### src/rtl/tlm_collect_pkg.sv
// Shared types and constants for the TLM result collector and its storage banks.
package tlm_collect_pkg;

  typedef enum logic [1:0] {
    BANK_EMPTY   = 2'd0,
    BANK_FILLING = 2'd1,
    BANK_FULL    = 2'd2
  } bank_state_e;

  localparam int CSUM_W = 16;

endpackage

### src/rtl/tlm_result_bank.sv
// One ping-pong storage bank: item storage, fill state, closed count, and
// an optional running checksum (RESULT_CSUM_EN).
module tlm_result_bank
  import tlm_collect_pkg::*;
#(
  parameter int NUM        = 100,
  parameter int ITEM_WIDTH = 8,
  parameter int CNT_W      = $clog2(NUM+1)
) (
  input  logic                      clk_i,
  input  logic                      reset_ni,
  input  logic                      wr_en,
  input  logic [CNT_W-1:0]          wr_idx,
  input  logic [ITEM_WIDTH-1:0]     wr_data,
  input  logic                      close,
  input  logic [CNT_W-1:0]          close_cnt,
  input  logic                      clear,
  output bank_state_e               state,
  output logic [CNT_W-1:0]          cnt,
  output logic [NUM*ITEM_WIDTH-1:0] data
`ifdef RESULT_CSUM_EN
  ,
  output logic [CSUM_W-1:0]         csum
`endif
);

  logic [NUM-1:0][ITEM_WIDTH-1:0] mem;
  bank_state_e                    state_nxt;

  assign data = mem;

  always_comb begin
    state_nxt = state;
    if (clear)
      state_nxt = BANK_EMPTY;
    else if (close)
      state_nxt = BANK_FULL;
    else if (wr_en && state == BANK_EMPTY)
      state_nxt = BANK_FILLING;
  end

  always_ff @(posedge clk_i or negedge reset_ni) begin
    if (!reset_ni) state <= BANK_EMPTY;
    else           state <= state_nxt;
  end

  // Clearing zeroes the bank so unused slots of a later partial batch read 0.
  always_ff @(posedge clk_i or negedge reset_ni) begin
    if (!reset_ni) begin
      mem <= '0;
      cnt <= '0;
    end else if (clear) begin
      mem <= '0;
      cnt <= '0;
    end else begin
      for (int k = 0; k < NUM; k++)
        if (wr_en && wr_idx == CNT_W'(k)) mem[k] <= wr_data;
      if (close) cnt <= close_cnt;
    end
  end

`ifdef RESULT_CSUM_EN
  always_ff @(posedge clk_i or negedge reset_ni) begin
    if (!reset_ni)   csum <= '0;
    else if (clear)  csum <= '0;
    else if (wr_en)  csum <= csum + CSUM_W'(wr_data);
  end
`endif

endmodule

### src/rtl/tlm_result_collector.sv
// Ping-pong batch collector for the BFM result stream. Optional per-batch
// checksum output when RESULT_CSUM_EN is defined.
module tlm_result_collector
  import tlm_collect_pkg::*;
#(
  parameter int NUM        = 100,
  parameter int ITEM_WIDTH = 8,
  parameter int CNT_W      = $clog2(NUM+1)
) (
  input  logic                      clk_i,
  input  logic                      reset_ni,
  input  logic [ITEM_WIDTH-1:0]     res_i,
  input  logic                      res_vld_i,
  input  logic                      flush_i,
  output logic                      batch_rdy_o,
  output logic [NUM*ITEM_WIDTH-1:0] batch_data_o,
  output logic [CNT_W-1:0]          batch_cnt_o,
  input  logic                      batch_ack_i,
  output logic                      ovf_o
`ifdef RESULT_CSUM_EN
  ,
  output logic [CSUM_W-1:0]         batch_csum_o
`endif
);

  logic                                wr_bank, rd_bank;
  logic [CNT_W-1:0]                    wr_idx;
  bank_state_e                         st [2];
  logic [1:0][CNT_W-1:0]               bcnt;
  logic [1:0][NUM*ITEM_WIDTH-1:0]      bdata;
`ifdef RESULT_CSUM_EN
  logic [1:0][CSUM_W-1:0]              bcsum;
`endif

  logic             accept, last, close, ack_fire;
  logic [CNT_W-1:0] close_cnt;

  assign accept    = res_vld_i && (st[wr_bank] != BANK_FULL);
  assign last      = accept && (wr_idx == CNT_W'(NUM-1));
  // A flush only closes a bank that already holds items; a same-cycle
  // item on such a bank is folded into the closing batch.
  assign close     = last || (flush_i && wr_idx != '0);
  assign close_cnt = wr_idx + CNT_W'(accept);
  assign ack_fire  = batch_ack_i && batch_rdy_o;

  for (genvar b = 0; b < 2; b++) begin : g_bank
    tlm_result_bank #(
      .NUM       (NUM),
      .ITEM_WIDTH(ITEM_WIDTH),
      .CNT_W     (CNT_W)
    ) u_bank (
      .clk_i    (clk_i),
      .reset_ni (reset_ni),
      .wr_en    (accept && (wr_bank == 1'(b))),
      .wr_idx   (wr_idx),
      .wr_data  (res_i),
      .close    (close && (wr_bank == 1'(b))),
      .close_cnt(close_cnt),
      .clear    (ack_fire && (rd_bank == 1'(b))),
      .state    (st[b]),
      .cnt      (bcnt[b]),
      .data     (bdata[b])
`ifdef RESULT_CSUM_EN
      ,
      .csum     (bcsum[b])
`endif
    );
  end

  always_ff @(posedge clk_i or negedge reset_ni) begin
    if (!reset_ni) begin
      wr_bank <= 1'b0;
      rd_bank <= 1'b0;
      wr_idx  <= '0;
      ovf_o   <= 1'b0;
    end else begin
      if (close) begin
        wr_bank <= ~wr_bank;
        wr_idx  <= '0;
      end else if (accept) begin
        wr_idx  <= wr_idx + CNT_W'(1);
      end
      if (ack_fire)               rd_bank <= ~rd_bank;
      if (res_vld_i && !accept)   ovf_o   <= 1'b1;
    end
  end

  // Outputs are gated so a bank still filling on the read side is never exposed.
  assign batch_rdy_o  = (st[rd_bank] == BANK_FULL);
  assign batch_data_o = batch_rdy_o ? bdata[rd_bank] : '0;
  assign batch_cnt_o  = batch_rdy_o ? bcnt[rd_bank]  : '0;
`ifdef RESULT_CSUM_EN
  assign batch_csum_o = batch_rdy_o ? bcsum[rd_bank] : '0;
`endif

endmodule

### config.mk
export PLATFORM = sky130hd
export DESIGN_NAME = tlm_result_collector
export DESIGN_NICKNAME = d
export VERILOG_FILES = /design/src/rtl/tlm_collect_pkg.sv /design/src/rtl/tlm_result_bank.sv /design/src/rtl/tlm_result_collector.sv
export SDC_FILE = /design/constraint.sdc
export NUM_CORES = 2
export LEC_CHECK = 0
export CORE_MARGIN = 3
export CORE_UTILIZATION = 40
export CTS_BUF_LIST = sky130_fd_sc_hd__clkbuf_4 sky130_fd_sc_hd__clkbuf_8
export CTS_CLUSTER_SIZE = 10
export DETAILED_ROUTE_END_ITERATION = 7
export PLACE_DENSITY = 0.69
export SETUP_SLACK_MARGIN = 0.2
export SLEW_MARGIN = 25
export SYNTH_ARGS = -nofsm -noshare
export SYNTH_HDL_FRONTEND = slang
export SYNTH_SLANG_ARGS = --single-unit
### constraint.sdc
create_clock -name clk_i -period 3.5 [get_ports clk_i]
set_clock_uncertainty 0.2 [all_clocks]
set_input_delay 0.875 -clock clk_i [delete_from_list [all_inputs] [get_ports clk_i]]
set_output_delay 0.875 -clock clk_i [all_outputs]
set_load 0.005 [all_outputs]
; Word-level counts from Yosys, hierarchy flattened
; Index checks and enable logic that the tools add are counted.
[word_totals]
ff_bits = 1628
in_bits = 13
word_cells = 968
[op_classes]
add_sub_neg = 2
n_lt_le_gt_ge = 3
n_eq_ne = 101
mux = 226
bitwise_logic = 4
n_reduce_logical = 424
[op_table]
columns = cell, count
row1 = 2-to-1 mux 800 bit, 5
row2 = 2-to-1 mux 8 bit, 200
row3 = nonzero test 2 bit, 203
row4 = == test 7 bit (second input constant), 36
row5 = == test 7 x 6 -> 1 bit (second input constant), 32
row6 = logical AND 1 bit, 213
row7 = == test 7 x 5 -> 1 bit (second input constant), 16
row8 = 2-to-1 mux 7 bit, 9
row9 = == test 7 x 4 -> 1 bit (second input constant), 8
row10 = == test 7 x 3 -> 1 bit (second input constant), 4
row11 = 2-to-1 mux 2 bit, 12
row12 = == test 7 x 2 -> 1 bit (second input constant), 2
row13 = adder 7 x 1 -> 7 bit, 1
row14 = adder 7 x 1 -> 7 bit (second input constant), 1
row15 = == test 7 x 1 -> 1 bit (second input constant), 1
row16 = zero test 7 bit, 1
row17 = nonzero test 7 bit, 1
row18 = nonzero test 3 bit, 2
row19 = >= comparator 2 bit (second input constant), 2
row20 = zero test 2 bit, 2
row21 = inverter 1 -> 2 bit, 2
row22 = == test 2 bit (second input constant), 1
row23 = less-than comparator 1 x 2 -> 1 bit (second input constant), 1
row24 = != test 2 bit (second input constant), 1
row25 = 3 further kinds, 4

; Depth between registers and ports, before layout
[logic_depth]
word_depth = 11
mapped_depth = 9
ltp_nobuf = 8

; Hierarchy
; From an unflattened synthesis, not the netlist that was laid out.
[hier_totals]
cells_unflattened = 7469
area_unflattened_um2 = 83411.2
[by_module_without_submodules]
columns = module, instances, cells_each, area_per_inst_um2
row1 = tlm_result_bank (g_bank[0].u_bank), 1, 2793, 35382.7
row2 = tlm_result_bank (g_bank[1].u_bank), 1, 2797, 35323.9
row3 = tlm_result_collector, 1, 1879, 12704.7

; Least setup slack after synthesis
; No wires, ideal clock.
[synth_path]
kind = register to output
from = register g_bank[0].u_bank.state[1]
to = output port batch_data_o[586]
arrival_time_ns = 1.707
t_required_ns = 2.425
setup_slack_ns = 0.718
path_stages_with_launch = 9
n_path_buf = 5
path_cell_list = dfrtp_1 nand2b_1 buf_2 o21a_1 clkbuf_1 clkbuf_1 clkbuf_1 buf_2 nor2_1
[synth_between]
elab_chain_cells = 5
[synth_lines]
columns = element, line_no
row1 = start: declaration, tlm_result_bank.sv:18  ; output bank_state_e state,
row2 = start signal: assignment, tlm_result_bank.sv:44  ; else state <= state_nxt;
row3 = 2-to-1 mux 2 bit (implied by the code) (3 in series), tlm_result_collector.sv:89  ; assign batch_rdy_o = (st[rd_bank] == BANK_FULL);
row4 = == test 2 bit, tlm_result_collector.sv:89
row5 = 2-to-1 mux 800 bit, tlm_result_collector.sv:90  ; assign batch_data_o = batch_rdy_o ? bdata[rd_bank] : '0;
row6 = end: declaration, tlm_result_collector.sv:16  ; output logic [NUM*ITEM_WIDTH-1:0] batch_data_o,
; No other way between the ends. The select of a mux whose other input is x is not followed.

; Worst setup path in the final report
[layout_path]
from = register rd_bank
to = output port batch_data_o[275]
[layout_between]
elab_chain_cells = 6
word_cells_on_any_way = 8
[layout_lines]
columns = element, line_no
row1 = start: declaration, tlm_result_collector.sv:26  ; logic wr_bank, rd_bank;
row2 = start signal: assignment, tlm_result_collector.sv:83  ; if (ack_fire) rd_bank <= ~rd_bank;
row3 = inverter 1 -> 2 bit (implied by the code), tlm_result_collector.sv:89
row4 = 2-to-1 mux 2 bit (implied by the code) (3 in series), tlm_result_collector.sv:89
row5 = == test 2 bit, tlm_result_collector.sv:89
row6 = 2-to-1 mux 800 bit (*), tlm_result_collector.sv:90
; Mark *: on every way between the ends. The rest lies on a longest branch, timed or not. The select of a mux whose other input is x is not followed.

==> out/metrics.cfg <==
[global_routing]
grt-ovfl-total=0
grt_first_pass_wirelength_um=425000
grt.total_usage_pct=26.9
antenna_found_initial=6
grt_pass1_vias=67377
grt_max_degree=128

[yosys]
ys.warnings.count=0
ys_seq_elements=1628
syn_area_sq_um=79900
synth_edf_count=0
ys_types=48
synthArstFlopShare_pct=100
synth_fp_nets=8248
yosysSeqAreaShare_pct=51.0
post_synth.cell_area_avg_sq_um=9.71
synthCells=8229
synth_top_flop_cell=dfrtp_1

[cts]
cts_max_path_buffers=4
cts-root-buf=clkbuf_8
h-tree-depth=5
cts_buffers=299
clkLatencyLatePin_ns=0.99
path_clk_slew_ns=0.06
cts_tree=done
cts.sinks=1628

[sta]
worst_pin_slew_ns=1.03
maxSlewHeadroom_pct=31.4
max_freq_mhz=244
final.period_utilization_pct=117
hold_viol=0
holdWs_ns=0.282
rsz0062_at_grt=true
period_minus_slack_ns=4.09
layout_setup_ws_ns=-0.595
setup_violations=808
finalMaxSlewViolations=0

[drt]
routedWlPerCell_um=24.2
drt_iter0_markers=6539
ant_nets=0
vias_per_cell=5.59
vias=67810
drc=0
dr.pass1.iters=6
wl_um=294000

[run_status]
status=complete, but fails checks
failed_checks=negative setup slack

[die]
die_area_sq_um=205000
core_region_area_sq_um=198000
fp.dieW_um=453
start_util_pct=40.4
dieHeight_um=453
io_pins=822
rows=163

[critical_path]
cpPeakStageDelay_ns=0.56
rrSetupSlack_ns=0.25
worstSetupPathType=flip-flop to output port
worstPathArrival_ns=3.02
worstRegToRegCells=5
critPathLaunchType=flip-flop
crit_required_ns=2.42
cp_max_fo=14
end_kind=output port
reg2reg_to=g_bank[1].u_bank.data[566]
crit_start=rd_bank
crit_chain=buf_12 -> buf_6 -> clkbuf_16 -> mux2i_1 -> nor2_1 -> clkdlybuf4s50_1
r2r-start=wr_idx[2]
cp_slowest_cell=clkdlybuf4s50_1

[place]
place_congestion=0.868
io_buffers=821
dp_hpwl_um=185000

[power_and_ir_drop]
p_per_area_nw_per_um2=552
peakVddDrop_uv=709
p_total_uw=58700
leakage_uw=0.0559

[layout]
num-fill-cells=16749
drive_gt1_share_pct=18.4
fin_nets=9291
area_growth_pct=33.0

[min_path]
min_path_type=input port to asynchronous set/reset pin

[flow_run]
cap_violations=0

[stage by stage]
stage / instance area (sq um) / std cells / setup slack [ns] / util (%) / TNS (ns)
floorplan: 79900 / 8229 / 0.718 / - / 0
global placement: 93900 / 11485 / -0.0150 / 47.4 / -0.0309
detailed placement: 93900 / 11485 / -0.0915 / 47.4 / -0.713
CTS: 102000 / 12025 / -0.851 / 51.3 / -589.80
global route: 106000 / 12125 / -0.711 / 53.7 / -396.36
finish: 106000 / 12127 / -0.595 / 53.7 / -277.36
[report_power, final]
| part | leakage [uW] | internal [uW] | total [uW] | switching, uW |
|---|---|---|---|---|
| logic | 0.0299 | 8000 | 19700 | 11700 |
| registers | 0.0227 | 19500 | 19900 | 433 |
| clock network | 0.00331 | 11000 | 19100 | 8190 |
| total | 0.0559 | 38400 | 58700 | 20300 |
[layer usage]
layer,track usage (%),routed length (um)
met1,34.7,115000
met4,17.9,20600
met5,0,0
met3,4.28,21100
met2,41.8,137000
[worst max-delay path by stage]
stage	to	depth (start not counted)
after global routing	batch_data_o[56]	8
after CTS	batch_data_o[49]	6
after detailed placement	g_bank[0].u_bank.data[555]	8
after floorplan	batch_data_o[586]	8
final	batch_data_o[275]	6
after global placement	g_bank[0].u_bank.data[555]	8
[final cells by class]
| cell class | count | area, sq um | area share [%] |
|---|---|---|---|
| clock buffer | 469 | 5860 | 5.52 |
| inverter | 4 | 15.0 | 0.0141 |
| clock inverter | 40 | 362 | 0.340 |
| multi-input combinational | 5864 | 38700 | 36.4 |
| sequential | 1628 | 40700 | 38.3 |
| timing repair buffer | 1475 | 17200 | 16.2 |
| antenna | 7 | 17.5 | 0.0165 |
| tap | 2640 | 3300 | 3.11 |
[state kept, by name, indices dropped and copies added, names as in the netlist]
name	cells
wr_bank	1
wr_idx	7
g_bank.u_bank.cnt	14
ovf_o	1
g_bank.u_bank.data	1600
g_bank.u_bank.state	4
rd_bank	1
[cell usage after synthesis (3+ instances only)]
cell | n | area (sq um)
nand3_1 | 201 | 1010
inv_1 | 4 | 15.0
nor2_1 | 1800 | 6760
and3b_1 | 3 | 26.3
a211oi_1 | 9 | 67.6
nor2b_1 | 3 | 18.8
o21ai_0 | 469 | 2350
or3b_2 | 3 | 26.3
buf_2 | 96 | 480
nor3b_1 | 5 | 37.5
xor2_1 | 5 | 43.8
dfrtp_1 | 1628 | 40700
xnor2_1 | 6 | 52.6
or3b_1 | 3 | 26.3
buf_6 | 10 | 113
nand2_1 | 760 | 2850
nor3_4 | 83 | 1350
buf_4 | 20 | 150
nand2b_1 | 8 | 50.1
nor3_1 | 7 | 35.0
nor2_4 | 7 | 78.8
nand3_2 | 8 | 80.1
nand2_4 | 8 | 90.1
nand4_1 | 8 | 50.1
clkbuf_1 | 562 | 2110
a21oi_1 | 705 | 3530
ha_1 | 6 | 75.1
mux2i_1 | 1720 | 17200
buf_1 | 44 | 165
nor2_2 | 14 | 87.6
[cell usage in the layout (no fill, tap or decap), types with 5 or more instances in the layout]
cell type / instances
clkbuf_16: 35
a21oi_1: 705
nand2b_1: 7
nand3_1: 191
clkdlybuf4s50_1: 281
diode_2: 7
clkbuf_8: 382
buf_8: 9
nand3_2: 14
dlygate4sd2_1: 50
nor2_4: 22
ha_1: 6
nand4_1: 8
o21ai_0: 469
nand2_1: 760
xnor2_1: 6
clkinv_2: 23
buf_4: 443
bufinv_16: 5
xor2_1: 5
nor2_2: 97
mux2i_2: 185
nor2_1: 1702
nor3_1: 7
dlymetal6s2s_1: 465
mux2i_4: 115
nand2_4: 7
mux2i_1: 1420
dfrtp_1: 1626
buf_6: 16
nor3_4: 84
buf_12: 107
a211oi_1: 9
clkbuf_2: 11
clkbuf_4: 95
buf_16: 44
clkinvlp_4: 7
[critical path: cells and delay by family, from the launching register on]
kind          cells  cell delay [ns]
mux               1             0.18
buf+inv           4             1.11
simple gates      1             0.21
flops             1             0.52
[repair_timing]
action                                 4_1_cts  5_1_grt
setup buffers                               13       53
setup endpoints to repair                  808      815
gates cloned                                17       42
endpoints found under the hold margin      593        0
resized for setup                          251      946
hold buffers                                 1        0
pin swaps                                    7       49
[cell families after synthesis]
group | after synthesis | synth area share [%]
compound gates | 1188 | 7.50
xor+xnor | 11 | 0.121
fa+ha+maj | 6 | 0.0939
buf+inv | 737 | 3.81
flops | 1628 | 51.0
mux | 1720 | 21.5
simple gates | 2939 | 16.0
(Power assumes the default switching activity.)
